`config.mk`:
```
export PLATFORM = sky130hd
export DESIGN_NAME = uart_tx_fifo
export DESIGN_NICKNAME = d
export VERILOG_FILES = /design/src/rtl/uart_pkg.sv /design/src/rtl/uart_byte_fifo.sv /design/src/rtl/uart_tx_fifo.sv
export SDC_FILE = /design/constraint.sdc
export NUM_CORES = 1
export LEC_CHECK = 0
export ABC_AREA = 1
export BUFFER_PORTS_ARGS = -buffer_cell sky130_fd_sc_hd__buf_2
export CAP_MARGIN = 20
export CORE_MARGIN = 4
export CORE_UTILIZATION = 50
export DETAILED_ROUTE_END_ITERATION = 7
export PLACE_DENSITY = 0.7
export SETUP_SLACK_MARGIN = 0.02
export SLEW_MARGIN = 20
export SYNTH_ARGS = -nofsm -noshare
export SYNTH_HDL_FRONTEND = slang
export SYNTH_SLANG_ARGS = --single-unit
```
`constraint.sdc`:
```
create_clock -name clk -period 2.65 [get_ports clk]
set_input_delay 0.265 -clock clk [delete_from_list [all_inputs] [get_ports clk]]
set_output_delay 0.265 -clock clk [all_outputs]
set_load 0.01 [all_outputs]
```
`src/rtl/uart_pkg.sv`:
```
// Shared UART transmitter definitions: FSM state encoding and line levels.
// Defining UART_TX_PARITY_EN adds the PARITY state to the frame.
package uart_pkg;

    localparam int   CLKS_PER_BIT_DEFAULT = 7292;
    localparam logic IDLE_LEVEL           = 1'b1;
    localparam logic START_LEVEL          = 1'b0;
    localparam logic STOP_LEVEL           = 1'b1;

    typedef enum logic [2:0] {
        ST_IDLE   = 3'd0,
        ST_START  = 3'd1,
        ST_DATA   = 3'd2,
`ifdef UART_TX_PARITY_EN
        ST_PARITY = 3'd3,
`endif
        ST_STOP   = 3'd4
    } tx_state_t;

endpackage

```
`src/rtl/uart_byte_fifo.sv`:
```
// Byte FIFO feeding the UART shifter. A push into a full FIFO is accepted only
// when a pop happens in the same cycle; storage itself is never reset.
module uart_byte_fifo #(
    parameter int DEPTH = 8
) (
    input  logic                     clk,
    input  logic                     rst,
    input  logic                     i_push,
    input  logic [7:0]               i_data,
    input  logic                     i_pop,
    output logic                     o_accept,
    output logic                     o_full,
    output logic                     o_empty,
    output logic [$clog2(DEPTH):0]   o_count,
    output logic [7:0]               o_data
);

    localparam int AW = $clog2(DEPTH);

    logic [7:0]    r_mem [DEPTH];
    logic [AW-1:0] r_wr_ptr;
    logic [AW-1:0] r_rd_ptr;
    logic [AW:0]   r_count;
    logic          w_do_pop;
    logic          w_do_push;

    assign o_full    = (r_count == (AW+1)'(DEPTH));
    assign o_empty   = (r_count == '0);
    assign o_count   = r_count;
    assign o_data    = r_mem[r_rd_ptr];
    assign w_do_pop  = i_pop && !o_empty;
    assign w_do_push = i_push && (!o_full || w_do_pop);
    assign o_accept  = w_do_push;

    always_ff @(posedge clk) begin
        if (w_do_push) begin
            r_mem[r_wr_ptr] <= i_data;
        end
    end

    // Pointers wrap naturally because DEPTH is a power of two.
    always_ff @(posedge clk or posedge rst) begin
        if (rst) begin
            r_wr_ptr <= '0;
            r_rd_ptr <= '0;
            r_count  <= '0;
        end else begin
            if (w_do_push) begin
                r_wr_ptr <= r_wr_ptr + AW'(1);
            end
            if (w_do_pop) begin
                r_rd_ptr <= r_rd_ptr + AW'(1);
            end
            case ({w_do_push, w_do_pop})
                2'b10:   r_count <= r_count + (AW+1)'(1);
                2'b01:   r_count <= r_count - (AW+1)'(1);
                default: r_count <= r_count;
            endcase
        end
    end

endmodule

```
`src/rtl/uart_tx_fifo.sv`:
```
// UART 8N1 transmitter fed by a byte FIFO, with a sticky overflow flag.
// Defining UART_TX_PARITY_EN inserts an even-parity bit before the stop bit.
module uart_tx_fifo
    import uart_pkg::*;
#(
    parameter int CLKS_PER_BIT = CLKS_PER_BIT_DEFAULT,
    parameter int FIFO_DEPTH   = 8
) (
    input  logic                          clk,
    input  logic                          rst,
    input  logic                          wr_en,
    input  logic [7:0]                    wr_data,
    input  logic                          clr_ovf,
    output logic                          tx_serial,
    output logic                          tx_active,
    output logic                          tx_done,
    output logic                          fifo_full,
    output logic                          fifo_empty,
    output logic [$clog2(FIFO_DEPTH):0]   fifo_count,
    output logic                          overflow
);

    localparam int            CW        = $clog2(CLKS_PER_BIT);
    localparam logic [CW-1:0] BAUD_LAST = CW'(CLKS_PER_BIT - 1);

    tx_state_t     r_state;
    tx_state_t     w_state_nxt;
    logic [CW-1:0] r_baud;
    logic [2:0]    r_bit_idx;
    logic [7:0]    r_shift;
    logic          r_overflow;
    logic          w_bit_end;
    logic          w_pop;
    logic          w_accept;
    logic [7:0]    w_head;
`ifdef UART_TX_PARITY_EN
    logic          r_parity;
`endif

    uart_byte_fifo #(.DEPTH(FIFO_DEPTH)) u_fifo (
        .clk      (clk),
        .rst      (rst),
        .i_push   (wr_en),
        .i_data   (wr_data),
        .i_pop    (w_pop),
        .o_accept (w_accept),
        .o_full   (fifo_full),
        .o_empty  (fifo_empty),
        .o_count  (fifo_count),
        .o_data   (w_head)
    );

    assign w_bit_end = (r_baud == BAUD_LAST);
    assign tx_done   = (r_state == ST_STOP) && w_bit_end;
    assign tx_active = (r_state != ST_IDLE);
    // The head is taken from idle, or at the last stop cycle so frames abut.
    assign w_pop     = !fifo_empty && ((r_state == ST_IDLE) || tx_done);
    assign overflow  = r_overflow;

    always_comb begin
        w_state_nxt = r_state;
        tx_serial   = IDLE_LEVEL;
        case (r_state)
            ST_IDLE: begin
                if (w_pop) w_state_nxt = ST_START;
            end
            ST_START: begin
                tx_serial = START_LEVEL;
                if (w_bit_end) w_state_nxt = ST_DATA;
            end
            ST_DATA: begin
                tx_serial = r_shift[0];
                if (w_bit_end && (r_bit_idx == 3'd7)) begin
`ifdef UART_TX_PARITY_EN
                    w_state_nxt = ST_PARITY;
`else
                    w_state_nxt = ST_STOP;
`endif
                end
            end
`ifdef UART_TX_PARITY_EN
            ST_PARITY: begin
                tx_serial = r_parity;
                if (w_bit_end) w_state_nxt = ST_STOP;
            end
`endif
            ST_STOP: begin
                tx_serial = STOP_LEVEL;
                if (w_bit_end) w_state_nxt = w_pop ? ST_START : ST_IDLE;
            end
            default: begin
                w_state_nxt = ST_IDLE;
            end
        endcase
    end

    always_ff @(posedge clk or posedge rst) begin
        if (rst) begin
            r_state   <= ST_IDLE;
            r_baud    <= '0;
            r_bit_idx <= '0;
            r_shift   <= '0;
        end else begin
            r_state <= w_state_nxt;
            if ((r_state == ST_IDLE) || w_bit_end) begin
                r_baud <= '0;
            end else begin
                r_baud <= r_baud + CW'(1);
            end
            if (w_pop) begin
                r_shift   <= w_head;
                r_bit_idx <= '0;
            end else if ((r_state == ST_DATA) && w_bit_end) begin
                r_shift   <= {1'b0, r_shift[7:1]};
                r_bit_idx <= r_bit_idx + 3'd1;
            end
        end
    end

`ifdef UART_TX_PARITY_EN
    always_ff @(posedge clk or posedge rst) begin
        if (rst) begin
            r_parity <= 1'b0;
        end else if (w_pop) begin
            r_parity <= ^w_head;
        end
    end
`endif

    // A dropped push outranks a same-cycle clear.
    always_ff @(posedge clk or posedge rst) begin
        if (rst) begin
            r_overflow <= 1'b0;
        end else if (wr_en && !w_accept) begin
            r_overflow <= 1'b1;
        end else if (clr_ovf) begin
            r_overflow <= 1'b0;
        end
    end

endmodule

```
After elaboration in Yosys (flattened, before gate mapping). Memories as Yosys holds them, arrays and structs flattened. Cells that the tools add are included.

Reduce and logical (&&, ||, !) cells: 20. Eq/ne operators: 12. Mux-type cells: 17. Add/subtract/negate cells: 6.

Operator list (number): $mux 3 (6); $mux 8 (2); $add 13x1->13 const B (1); $eq 13x13->1 const B (1); $mux 13 (1); $pmux 3 s4 (1); $add 3x1->3 const B (3); $pmux 4 s2 (1); $logic_and 1x1->1 (7); $eq 3x3->1 const B (2); $ne 2x2->1 const B (3); $reduce_bool 2->1 (3); $mux 1 (5); $add 4x1->4 const B (1); $eq 4x4->1 const B (1); $logic_not 4->1 (1); $reduce_and 4->1 (1); $sub 4x1->4 const B (1); $eq 3x1->1 const B (1); $eq 3x2->1 const B (1); $logic_not 1->1 (3); $logic_not 3->1 (1); $logic_or 1x1->1 (3); $reduce_bool 3->1 (1); other kinds (4) (4).

Bits of input ports: 12. Word-level logic and storage cells: 64. Output and inout port bits: 10. Memories: 1. Bits in registers: 38. Bits in writable memories: 64.

Memories: u_fifo.r_mem (words 8, bits a word 8, read ports 1, clocked after memory_dff 0, write ports 1, line uart_byte_fifo.sv:20) `logic [7:0] r_mem [DEPTH];`.

Depth between registers and ports, before layout. Gate-level depths: netlist of the first run.

Depth after elaboration: 10. Mapped depth: 20. Mapped depth without buffers: 20.

By module. Synthesis of the first run repeated with hierarchy kept, for this count alone.

Cell total of the unflattened synthesis: 455. Area total of the unflattened synthesis: 4689.5 um^2.

By module, submodules not included: uart_byte_fifo (times used 1, seq. area each 2172.1 um^2, cells each 259, area an instance 3158.0 um^2); uart_tx_fifo (times used 1, seq. area each 700.7 um^2, cells each 196, area an instance 1531.5 um^2).

Least setup slack after synthesis of the first run. Ideal clock, no wire load.

Kind: reg-to-reg. From: reg r_baud[0]. To: reg u_fifo.r_count[3] (netlist: u_fifo.o_count[3]). Data required time: 2.537 ns. Clock period less this slack: 2.224 ns. Path slack: 0.426 ns. Data arrival time: 2.111 ns. Stages on the path, launching flop included: 19. Library setup time: 0.113 ns. Path buffers: 0. Path through: dfrtp_1 ha_1 nand3_1 nor2_2 nand3_1 nand2_2 nand2_4 inv_2 nand2_2 inv_1 ha_1 nand2_1 nor2_1 a211oi_1 nand2_1 nand2_1 nand3_1 nand2_1 inv_1.

Word-level cells in the longest chain between the ends: 9. Elaborated cells on any way between the ends: 11. Classes of those cells: 3 x eq/ne; 1 x mux; 7 x reduce/logical.

RTL lines: start: declaration (line uart_tx_fifo.sv:28) `logic [CW-1:0] r_baud;`; start signal: assignment (line uart_tx_fifo.sv:108) `r_baud <= r_baud + CW'(1);`; $eq 13x13->1 (*) (line uart_tx_fifo.sv:53) `assign w_bit_end = (r_baud == BAUD_LAST);`; $logic_and 1x1->1 (*) (line uart_tx_fifo.sv:54) `assign tx_done = (r_state == ST_STOP) && w_bit_end;`; $logic_or 1x1->1 (*) (line uart_tx_fifo.sv:57) `assign w_pop = !fifo_empty && ((r_state == ST_IDLE) || tx_done);`; $logic_and 1x1->1 (*) (line uart_tx_fifo.sv:57); $logic_and 1x1->1 (*) (line uart_byte_fifo.sv:31) `assign w_do_pop = i_pop && !o_empty;`; $logic_or 1x1->1 (line uart_byte_fifo.sv:32) `assign w_do_push = i_push && (!o_full || w_do_pop);`; $logic_and 1x1->1 (line uart_byte_fifo.sv:32); $eq 2x1->1 / $eq 2x2->1 (equally long branches) (line uart_byte_fifo.sv:54) `case ({w_do_push, w_do_pop})`; $pmux 4 s2 / $reduce_bool 2->1 (equally long branches); end signal: assignment (line uart_byte_fifo.sv:55) `2'b10: r_count <= r_count + (AW+1)'(1);`; end signal: assignment (line uart_byte_fifo.sv:56) `2'b01: r_count <= r_count - (AW+1)'(1);`; end signal: assignment (line uart_byte_fifo.sv:57) `default: r_count <= r_count;`; end: declaration (line uart_byte_fifo.sv:23) `logic [AW:0] r_count;`.

Every way passes the cells marked *; elsewhere a longest branch is shown, timed or not. A chain may end at the register's enable or synchronous reset.

Final worst setup path of the first run. Same ends and word-level chain as after synthesis.

==> key figures, run 1 <==
Timing
  • Fmax: 421 MHz
  • TNS Setup: 0 ns
  • RSZ-0062 raised after global routing: no
  • Final Max Slew Viols: 0
  • Hold Fails Final Rpt: 3
  • Final setup viols: 0
  • Final hold slack: -0.00984 ns
  • Post-layout min period: 2.37 ns
  • Fin Clk Skew: 0.0185 ns
  • Slew headroom: 0.648
  • Pin slew with the least headroom to its limit: 0.528 ns
  • Fin crit share: 0.896

Logic synthesis
  • Synth top area share: 0.431
  • Post-synthesis sequential area ratio: 0.644
  • Synth cell types: 32
  • Synth warnings: 0
  • FF+latch count, synth: 102
  • Yosys top cell by area: edfxtp_1
  • Top-count cell post-synth: nand2_1
  • Number of synthesized flops with an enable pin: 64
  • Gate count of the mapped netlist: 435
  • Mapped Area: 4460 sq um
  • Ys flop type: edfxtp_1
  • Post-Synthesis Net Count: 455
  • Syn Area/Cell: 10.3 sq um
  • Ranking of synthesized cells by area: edfxtp_1 43%, dfrtp_1 21%, nand2_1 7.3%
  • Top cells by count, synth: 87 x nand2_1, 64 x edfxtp_1, 52 x nor2_1
  • Synth async-reset ratio: 0.373

Outcome
  • Failing checks: hold timing
  • Status: finished with violations

Finish
  • Share of cells above drive strength 1: 0.136
  • Reg area: 2870 sq um
  • Final core utilization: 0.568
  • Fill cell count: 721
  • Fin nets: 486
  • Number of diodes: 0
  • Final Non-Filler Cells: 579
  • P&R area growth vs syn: 11.0%
  • Multi-input logic area: 1370 sq um

Route
  • Drt wl/cell: 14.3 microns
  • DRC Markers: 0
  • Detailed-route vias per instance: 5.26
  • Initial DRC count: 117
  • Routed Wire Length: 8290 microns
  • DR vias: 3047
  • Final antenna-violating net count: 0
  • DR pass1 iterations: 4

Global routing
  • First-pass GRT wire length: 14000 microns
  • Largest net degree at the start of global routing: 39
  • Antenna violations before repair: 0
  • Vias in the first global route: 2966
  • GRT overflow: 0
  • GRT Total Usage: 0.172

Critical path
  • RR Startpoint: r_baud[0]$_DFF_PP0_
  • Crit end category: flop
  • Flop2flop setup slack: 0.28 ns
  • Worst r2r dst: u_fifo.o_count[3]$_DFFE_PP0P_
  • CP max stage delay: 0.39 ns
  • Crit path DAT: 2.64 ns
  • Worst r2r path cells: 18
  • Worst-path cell chain: ha_1 -> nand3_1 -> nor2_2 -> nand3_1 -> nand2_2 -> nand2_4 -> inv_2 -> nand2_2 -> inv_1 -> ha_1 -> nand2_1 -> nor2_1 -> a211oi_2 -> nand2_1 -> nand2_1 -> nand3_1 -> nand2_1 -> inv_1
  • Critical setup path kind: reg2reg
  • Critical path's slowest cell: dfrtp_1
  • Top cell by count, worst path: nand2_1
  • Startpoint class of the critical path: flop
  • Req. time, crit path: 2.92 ns
  • Critical Path Source: r_baud[0]$_DFF_PP0_
  • Critical path endpoint: u_fifo.o_count[3]$_DFFE_PP0P_
  • Max FO, Critical Path: 10

Clock network
  • Post-CTS Setup Repair Bufs: 0
  • Clk_lat worst skew: 0.37 ns
  • TritonCTS buffer count: 9
  • Clock sinks: 102
  • CTS root buf: clkbuf_8
  • H-tree depth: 3
  • CTS Hold Bufs: 0
  • Maximum clock insertion buffer count: 2
  • CTS tree: yes
  • Clk slew on worst S/H paths: 0.12 ns

Flow run
  • Max-Cap Viols: 0

Power
  • VDD IR max: 0.411 mV
  • Power share of the sequential group: 0.564
  • P_sw: 1.05 mW
  • Power Internal: 2.47 mW
  • Combinational share of power: 0.150
  • Power, Total: 3.52 mW
  • Power per cell area: 711 nW/um^2
  • Part of the power in the clock network: 0.286
  • Switch share: 0.298
  • Pleak: 2.08 nW

Placed design
  • RD Place Congestion: 0.810
  • Port buffer count: 21
  • Cell count after placement: 563
  • Hpwl dp: 5720 microns

Worst hold path
  • HP Class: in2async

Floorplan
  • # rows: 34
  • Die span in x: 102 microns
  • Core ar.: 8720 sq um
  • Initial core utilization: 0.511
  • Die Ht: 102 microns
  • Die area: 10500 sq um
  • # IOs: 22
==> sequential cells by signal, summed over array words and instances, names as in the netlist <==
name,count
u_fifo.r_mem,64
r_baud,13
r_shift,8
u_fifo.o_count,4
r_bit_idx,3
r_state,3
u_fifo.r_rd_ptr,3
u_fifo.r_wr_ptr,3
overflow,1
==> worst max-delay path, delay by kind of cell (launching register included) <==
family / cells / cell delay, ns
adders and majority gates: 2 / 0.50
and+or+nand+nor: 12 / 1.00
AOI/OAI and AO/OA: 1 / 0.19
DFF: 1 / 0.39
buffers and inverters: 3 / 0.19
==> cell type report <==
| class | instances | area share |
|---|---|---|
| Multi-Input combinational cell | 276 | 0.277 |
| Inverter | 46 | 0.0349 |
| Clock inverter | 7 | 0.0195 |
| Clock buffer | 9 | 0.0250 |
| Tap cell | 108 | 0.0273 |
| Sequential cell | 102 | 0.580 |
| Timing Repair Buffer | 31 | 0.0364 |
==> metrics by stage <==
step	setup WS [ns]	cell area (sq um)
after global routing	0.0459	4950
after CTS	0.185	4950
after floorplan	0.426	4460
after global placement	0.346	4730
final	0.276	4950
after detailed placement	0.212	4730
==> cells by family (layout without fill, tap and decap cells) <==
kind of cell | Yosys count | after routing | synth area share
adder cells (fa/ha/maj) | 8 | 8 | 0.0241
XOR/XNOR | 4 | 4 | 0.00786
AO/OA/AOI/OAI | 78 | 78 | 0.0979
flip-flops | 102 | 102 | 0.644
buffers and inverters | 57 | 93 | 0.0499
AND/OR/NAND/NOR | 186 | 186 | 0.176
==> layer usage <==
layer,GRT usage,up-vias,part of all wire
li1,-,1535,-
met1,0.223,1450,0.45
met2,0.283,53,0.49
met3,0.0355,9,0.042
met4,0.0676,0,0.013
met5,0,-,0
==> layout by cell type (no fill, tap or decap), types with 9 or more instances in the layout <==
cell / n
inv_1: 43
buf_4: 10
edfxtp_1: 64
nand2_1: 87
clkbuf_8: 9
a21oi_1: 13
o21ai_0: 37
nor2_1: 52
buf_2: 21
nand3_1: 21
dfrtp_1: 38
o22ai_1: 16
nor3_1: 9
==> power by group through the flow <==
stage	Sequential (mW)	Clock [mW]	Combinational [mW]
final	1.98	1.01	0.529
after global routing	2.00	1.08	0.607
after CTS	1.98	1.03	0.538
after detailed placement	2.01	0	0.538
after global placement	2.01	0	0.522
after floorplan	2.02	0	0.342
==> repair_timing <==
action | in CTS | in global routing
endpoints found under the setup margin | 0 | 1
hold endpoints to repair | 0 | 0
resized for setup | 0 | 1
==> worst min-delay path by stage <==
stage,startpoint,end,slack [ns],cells after the start
floorplan,wr_data[0],u_fifo.r_mem[0][0]$_DFFE_PP_,0.36,0
global placement,rst,u_fifo.r_wr_ptr[2]$_DFFE_PP0P_,0.41,3
detailed placement,rst,u_fifo.r_wr_ptr[2]$_DFFE_PP0P_,0.41,3
CTS,rst,u_fifo.r_wr_ptr[1]$_DFFE_PP0P_,0.0008,3
global route,rst,u_fifo.r_wr_ptr[2]$_DFFE_PP0P_,0.03,3
finish,rst,u_fifo.r_wr_ptr[2]$_DFFE_PP0P_,-0.01,3
(Power assumes the default switching activity.)
==> run 2: changes to the inputs <==
--- a/config.mk
+++ b/config.mk
@@ -5,7 +5,6 @@
 export SDC_FILE = /design/constraint.sdc
 export NUM_CORES = 1
 export LEC_CHECK = 0
-export ABC_AREA = 1
 export BUFFER_PORTS_ARGS = -buffer_cell sky130_fd_sc_hd__buf_2
 export CAP_MARGIN = 20
 export CORE_MARGIN = 4
==> key figures, run 2 <==
Outcome
  • Status: finished clean

Logic synthesis
  • Post-Synthesis Net Count: 331 (-27%)
  • Synth warnings: 0 (unchanged)
  • Synth async-reset ratio: 0.373 (unchanged)
  • Mapped Area: 4510 sq um (+1.1%)
  • Gate count of the mapped netlist: 311 (-29%)
  • Ranking of synthesized cells by area: edfxtp_1 43%, dfrtp_1 21%, mux4_2 8.0%
  • Post-synthesis sequential area ratio: 0.637 (-0.00679)
  • Ys flop type: edfxtp_1
  • Synth cell types: 55 (+72%)
  • FF+latch count, synth: 102 (unchanged)
  • Syn Area/Cell: 14.5 sq um (+41%)
  • Number of synthesized flops with an enable pin: 64 (unchanged)
  • Synth top area share: 0.426 (-0.00454)
  • Top-count cell post-synth: edfxtp_1
  • Top cells by count, synth: 64 x edfxtp_1, 38 x dfrtp_1, 26 x nor2_1
  • Yosys top cell by area: edfxtp_1

Floorplan
  • Die Ht: 103 microns (+0.49%)
  • Initial core utilization: 0.514 (+0.00294)
  • Core ar.: 8760 sq um (+0.49%)
  • # rows: 34 (unchanged)
  • Die area: 10600 sq um (+0.99%)
  • Die span in x: 103 microns (+0.49%)
  • # IOs: 22 (unchanged)

Power
  • Power share of the sequential group: 0.562 (-0.002)
  • P_sw: 1.06 mW (+0.95%)
  • Power Internal: 2.57 mW (+4.1%)
  • Power per cell area: 713 nW/um^2 (+0.30%)
  • Power, Total: 3.63 mW (+3.2%)
  • Part of the power in the clock network: 0.268 (-0.018)
  • VDD IR max: 0.473 mV (+15%)
  • Switch share: 0.291 (-0.00647)
  • Pleak: 1.94 nW (-6.4%)
  • Combinational share of power: 0.170 (+0.020)

Worst hold path
  • HP Class: in2async

Placed design
  • Hpwl dp: 5390 microns (-5.9%)
  • RD Place Congestion: 0.819 (+1.2%)
  • Cell count after placement: 445 (-21%)
  • Port buffer count: 21 (unchanged)
  • Post-DP Area: 4870 sq um (+3.1%)

Route
  • DRC Markers: 0 (unchanged)
  • Initial DRC count: 176 (+50%)
  • Drt wl/cell: 17.3 microns (+21%)
  • Final antenna-violating net count: 0 (unchanged)
  • DR vias: 2617 (-14%)
  • Detailed-route vias per instance: 5.68 (+7.9%)
  • DR pass1 iterations: 4 (unchanged)
  • Routed Wire Length: 7970 microns (-3.8%)

Critical path
  • Critical setup path kind: reg2reg
  • Crit path DAT: 2.80 ns (+0.16 ns)
  • Crit end category: flop
  • Max FO, Critical Path: 4 (-6)
  • Startpoint class of the critical path: flop
  • Req. time, crit path: 2.95 ns (+0.03 ns)

Clock network
  • CTS Hold Bufs: 0 (unchanged)
  • Post-CTS Setup Repair Bufs: 0 (unchanged)
  • Clk_lat worst skew: 0.37 ns (about the same)
  • Clock sinks: 102 (unchanged)
  • Clk slew on worst S/H paths: 0.11 ns (about the same)
  • Maximum clock insertion buffer count: 2 (unchanged)
  • CTS tree: yes
  • Post-CTS Resized: 0 (unchanged)
  • TritonCTS buffer count: 9 (unchanged)
  • H-tree depth: 3 (unchanged)
  • CTS root buf: clkbuf_8

Timing
  • TNS Setup: 0 ns (unchanged)
  • Hold Fails Final Rpt: 0 (-3)
  • Final Max Slew Viols: 0 (unchanged)
  • Fin crit share: 0.943 (+0.0469)
  • Post-layout min period: 2.50 ns (+0.124 ns)
  • Fin Clk Skew: 0.0189 ns (+0.000418 ns)
  • Pin slew with the least headroom to its limit: 0.865 ns (+0.337 ns)
  • Final setup viols: 0 (unchanged)
  • Fmax: 400 MHz (-5.0%)
  • Slew headroom: 0.423 (-0.225)
  • RSZ-0062 raised after global routing: no

Finish
  • Commonest cells after routing, fill and taps aside: 64 x edfxtp_1, 38 x dfrtp_1, 25 x nor2_1
  • Largest Register: u_fifo.r_mem
  • Fin area: 5090 sq um (+2.9%)
  • Max FFs per register: 64 (unchanged)
  • Number of diodes: 0 (unchanged)
  • Fin nets: 368 (-24%)
  • P&R area growth vs syn: 13.0%
  • Final Non-Filler Cells: 461 (-20%)
  • Biggest regs: u_fifo.r_mem x64, r_baud x13, r_shift x8
  • Share of cells above drive strength 1: 0.261 (+0.125)
  • Most common cell after layout, fill and taps aside: edfxtp_1

Global routing
  • GRT Total Usage: 0.167 (-0.00497)
  • First-pass GRT wire length: 13300 microns (-4.7%)
  • Largest net degree at the start of global routing: 24 (-38%)
  • Antenna violations before repair: 0 (unchanged)
  • Vias in the first global route: 2597 (-12%)
  • GRT overflow: 0 (unchanged)

Flow run
  • Max-Cap Viols: 0 (unchanged)
-- run 2: changes by cell type in the layout (fill, tap and decap cells not counted), sizes merged, moves of 5 or more --
| cell | delta |
|---|---|
| nand3 | -14 |
| mux4 | +16 |
| mux2i | +11 |
| nor3 | -5 |
| nand2 | -74 |
| o22ai | -15 |
| inv | -32 |
| a221o | +7 |
| o21ai | -31 |
| buf | +10 |
| xnor2 | +11 |
| nor2 | -31 |
-- run 2: logic make-up after synthesis --
group                      share of synthesized area
xor gates and xnor gates                      0.0291
DFF                                            0.637
muxes                                          0.107
buffers and inverters                         0.0278
and+or+nand+nor                                0.114
adders and majority gates                     0.0239
AOI/OAI and AO/OA                             0.0613
-- run 2: path summary, 6_finish.rpt --
path	end	depth (start not counted)	start	slack (ns)
hold reg to reg	r_state[1]$_DFFE_PP0P_	1	r_state[2]$_DFFE_PP0P_	0.43
setup / recovery	u_fifo.o_count[1]$_DFFE_PP0P_	11	r_baud[0]$_DFF_PP0_	0.15
max in group asynchronous	u_fifo.o_count[1]$_DFFE_PP0P_	3	rst	1.93
setup reg to reg	u_fifo.o_count[1]$_DFFE_PP0P_	11	r_baud[0]$_DFF_PP0_	0.15
min in group clk	overflow$_DFFE_PP0P_	2	clr_ovf	0.08
hold / removal	r_baud[1]$_DFF_PP0_	2	rst	0.06
-- run 2: layout make-up --
cell class | instances | area [sq um]
fillers | 675 | 3670
flip-flops and latches | 102 | 2870
multi-input cells | 181 | 1570
repair buffers | 41 | 255
well taps | 108 | 135
clock buffers | 9 | 124
clock inverters | 7 | 86.3
inverters | 13 | 48.8
-- run 2: through the flow --
| stage | utilization | hold WS (ns) | setup WS, ns |
|---|---|---|---|
| 2_1_floorplan | - | 0.364 | 0.00311 |
| 3_3_place_gp | 0.556 | 0.430 | 0.214 |
| 3_5_place_dp | 0.556 | 0.436 | 0.122 |
| 4_1_cts | 0.580 | 0.0582 | 0.0871 |
| 5_1_grt | 0.581 | 0.0711 | 0.0158 |
| 6_report | 0.581 | 0.0597 | 0.152 |
-- run 2: power groups by stage --
stage               registers (mW)  clock network, mW  logic [mW]
finish                        2.04              0.973       0.617
global route                  2.07               1.08       0.678
CTS                           2.04               1.00       0.620
detailed placement            2.08                  0       0.620
global placement              2.06                  0       0.605
floorplan                     2.04                  0       0.382
-- run 2: layer usage --
layer | share of wire | global-route usage | wire length, microns
met1 | 0.45 | 0.224 | 3560
met2 | 0.51 | 0.271 | 4050
met3 | 0.037 | 0.0460 | 294
met4 | 0.0093 | 0.0418 | 74
met5 | 0 | 0 | 0
-- run 2: critical path, stage by stage, from the launching register on --
cell and delay, ns:
dfrtp_1 0.43, ha_1 0.22, and4bb_1 0.24, a31o_2 0.25, nand2_1 0.12, nor2_4 0.06
inv_1 0.07, fa_1 0.45, a211oi_1 0.25, nand3_1 0.12, o41ai_1 0.09, a211o_1 0.15
==> run 3: changes to the inputs <==
--- a/config.mk
+++ b/config.mk
@@ -8,9 +8,10 @@
 export BUFFER_PORTS_ARGS = -buffer_cell sky130_fd_sc_hd__buf_2
 export CAP_MARGIN = 20
 export CORE_MARGIN = 4
-export CORE_UTILIZATION = 50
+export CORE_UTILIZATION = 40
 export DETAILED_ROUTE_END_ITERATION = 7
-export PLACE_DENSITY = 0.7
+export PLACE_DENSITY = 0.59
+export REMOVE_ABC_BUFFERS = 1
 export SETUP_SLACK_MARGIN = 0.02
 export SLEW_MARGIN = 20
 export SYNTH_ARGS = -nofsm -noshare
==> key figures, run 3 (synthesis results as in run 2) <==
Route
  • Detailed-route vias per instance: 5.24 (-7.6%)
  • Routed Wire Length: 8200 microns (+2.8%)
  • DRC Markers: 0 (unchanged)
  • M1 wire length: 3830 microns (+7.8%)
  • DR pass1 iterations: 4 (unchanged)
  • DR vias: 2580 (-1.4%)
  • Metal2 WL: 4030 microns (-0.42%)
  • Final antenna-violating net count: 0 (unchanged)
  • Drt wl/cell: 16.7 microns (-3.7%)
  • Initial DRC count: 168 (-4.5%)
  • DR top layer: met4
  • Met3 WL: 203 microns (-31%)

Worst hold path
  • HP Class: in2async

Finish
  • Number of diodes: 0 (unchanged)
  • Fin area: 5220 sq um (+2.4%)
  • Largest Register: u_fifo.r_mem
  • Reg area: 2870 sq um (unchanged)
  • Max FFs per register: 64 (unchanged)
  • Commonest cells after routing, fill and taps aside: 64 x edfxtp_1, 38 x dfrtp_1, 25 x nor2_1
  • Multi-input logic area: 1560 sq um (-0.96%)
  • Most common cell after layout, fill and taps aside: edfxtp_1
  • Fin nets: 367 (-0.27%)
  • P&R area growth vs syn: 15.7%
  • Final Non-Filler Cells: 492 (+6.7%)
  • Biggest regs: u_fifo.r_mem x64, r_baud x13, r_shift x8
  • Fill cell count: 939 (+39%)
  • Share of cells above drive strength 1: 0.253 (-0.00778)

Timing
  • Post-layout min period: 2.47 ns (-0.0230 ns)
  • Final setup viols: 0 (unchanged)
  • Final Max Slew Viols: 0 (unchanged)
  • TNS Setup: 0 ns (unchanged)
  • Slew headroom: 0.626 (+0.203)
  • Fin Clk Skew: 0.00568 ns (-0.0132 ns)
  • RSZ-0062 raised after global routing: no
  • Pin slew with the least headroom to its limit: 0.561 ns (-0.304 ns)
  • Fmax: 404 MHz (+0.93%)
  • Hold Fails Final Rpt: 0 (unchanged)
  • Fin crit share: 0.934 (-0.00869)

Clock network
  • TritonCTS buffer count: 9 (unchanged)
  • CTS root buf: clkbuf_16
  • Maximum clock insertion buffer count: 2 (unchanged)
  • Clk_lat worst skew: 0.35 ns (-0.02 ns)
  • Clk slew on worst S/H paths: 0.07 ns (-0.04 ns)
  • H-tree depth: 3 (unchanged)
  • CTS tree: yes
  • Clock sinks: 102 (unchanged)

Placed design
  • Port buffer count: 21 (unchanged)
  • Cell count after placement: 476 (+7.0%)
  • Post-DP Area: 4900 sq um (+0.54%)
  • RD Place Congestion: 0.839 (+2.4%)
  • Hpwl dp: 5450 microns (+1.1%)

Power
  • Power share of the sequential group: 0.514 (-0.048)
  • Combinational share of power: 0.154 (-0.016)
  • Pleak: 1.98 nW (+2.1%)
  • Power per cell area: 760 nW/um^2 (+6.6%)
  • Part of the power in the clock network: 0.332 (+0.064)
  • VDD IR max: 0.648 mV (+37%)
  • Switch share: 0.277 (-0.0144)
  • Power Internal: 2.87 mW (+11%)
  • Power, Total: 3.97 mW (+9.2%)
  • P_sw: 1.10 mW (+3.8%)

Critical path
  • Crit path DAT: 2.71 ns (-0.09 ns)
  • Req. time, crit path: 2.88 ns (-0.07 ns)
  • Max FO, Critical Path: 4 (unchanged)
  • Critical setup path kind: reg2reg
  • Startpoint class of the critical path: flop
  • Crit end category: flop

Floorplan
  • Core ar.: 10900 sq um (+25%)
  • Die span in x: 114 microns (+11%)
  • Die area: 13000 sq um (+23%)
  • # rows: 38 (+12%)
  • Initial core utilization: 0.412 (-0.102)
  • Die Ht: 114 microns (+11%)
  • # IOs: 22 (unchanged)

Global routing
  • Antenna violations before repair: 0 (unchanged)
  • Vias in the first global route: 2608 (+0.42%)
  • GRT Total Usage: 0.137 (-0.0301)
  • GRT overflow: 0 (unchanged)
  • First-pass GRT wire length: 13600 microns (+2.1%)
  • Largest net degree at the start of global routing: 39 (+63%)

Outcome
  • Status: finished clean

Flow run
  • Max-Cap Viols: 0 (unchanged)
[run 3: timing repair]
item                       in CTS  in global routing
gates resized for setup         0                  1
hold endpoints to repair        0                  0
hold buffers                    0                  0
setup endpoints to repair       0                  2
setup buffers                   0                  0
[run 3: worst paths after layout]
| check | from | end | slack, ns | cells after the start |
|---|---|---|---|---|
| max in group asynchronous | rst | u_fifo.r_rd_ptr[0]$_DFFE_PP0P_ | 2.27 | 3 |
| setup / recovery | r_baud[0]$_DFF_PP0_ | u_fifo.o_count[1]$_DFFE_PP0P_ | 0.18 | 11 |
| hold reg to reg | r_state[2]$_DFFE_PP0P_ | r_state[1]$_DFFE_PP0P_ | 0.45 | 1 |
| hold / removal | rst | r_shift[5]$_DFFE_PP0P_ | 0.02 | 3 |
| min in group clk | clr_ovf | overflow$_DFFE_PP0P_ | 0.11 | 2 |
| setup reg to reg | r_baud[0]$_DFF_PP0_ | u_fifo.o_count[1]$_DFFE_PP0P_ | 0.18 | 11 |
[run 3: final cells by class]
type	count	share of cell area
sequential	102	0.551
multi-input combinational	181	0.298
timing repair buffer	40	0.0475
clock buffer	9	0.0432
tap	140	0.0336
clock inverter	7	0.0170
inverter	13	0.00936
[run 3: stage by stage]
| step | worst slack, ns | hold WS, ns | utilization |
|---|---|---|---|
| final | 0.175 | 0.0242 | 0.477 |
| after global routing | 0.0475 | 0.0597 | 0.477 |
| after CTS | 0.124 | 0.0472 | 0.477 |
| after detailed placement | 0.132 | 0.419 | 0.448 |
| after global placement | 0.215 | 0.426 | 0.448 |
| after floorplan | -0.0453 | 0.364 | - |
[run 3: critical path, cell delays in order, from the launching register on]
cell and delay [ns]:
dfrtp_1 0.39, ha_1 0.17, and4bb_1 0.26, a31o_2 0.19, nand2_1 0.07, nor2_2 0.18
inv_1 0.08, fa_1 0.53, a211oi_1 0.06, nand3_1 0.10, o41ai_1 0.07, a211o_1 0.27
[run 3: power by group through the flow]
stage / sequential, mW / combinational [mW] / clock, mW
5_1_grt: 2.06 / 0.674 / 1.44
4_1_cts: 2.04 / 0.623 / 1.36
3_3_place_gp: 2.06 / 0.609 / 0
6_report: 2.04 / 0.612 / 1.32
3_5_place_dp: 2.07 / 0.625 / 0
2_1_floorplan: 2.05 / 0.364 / 0
[run 3: routing by layer]
layer  vias to the layer above  track usage
met4                         0       0.0475
met5                         -            0
li1                       1252            -
met2                        29        0.217
met3                         9       0.0386
met1                      1290        0.181
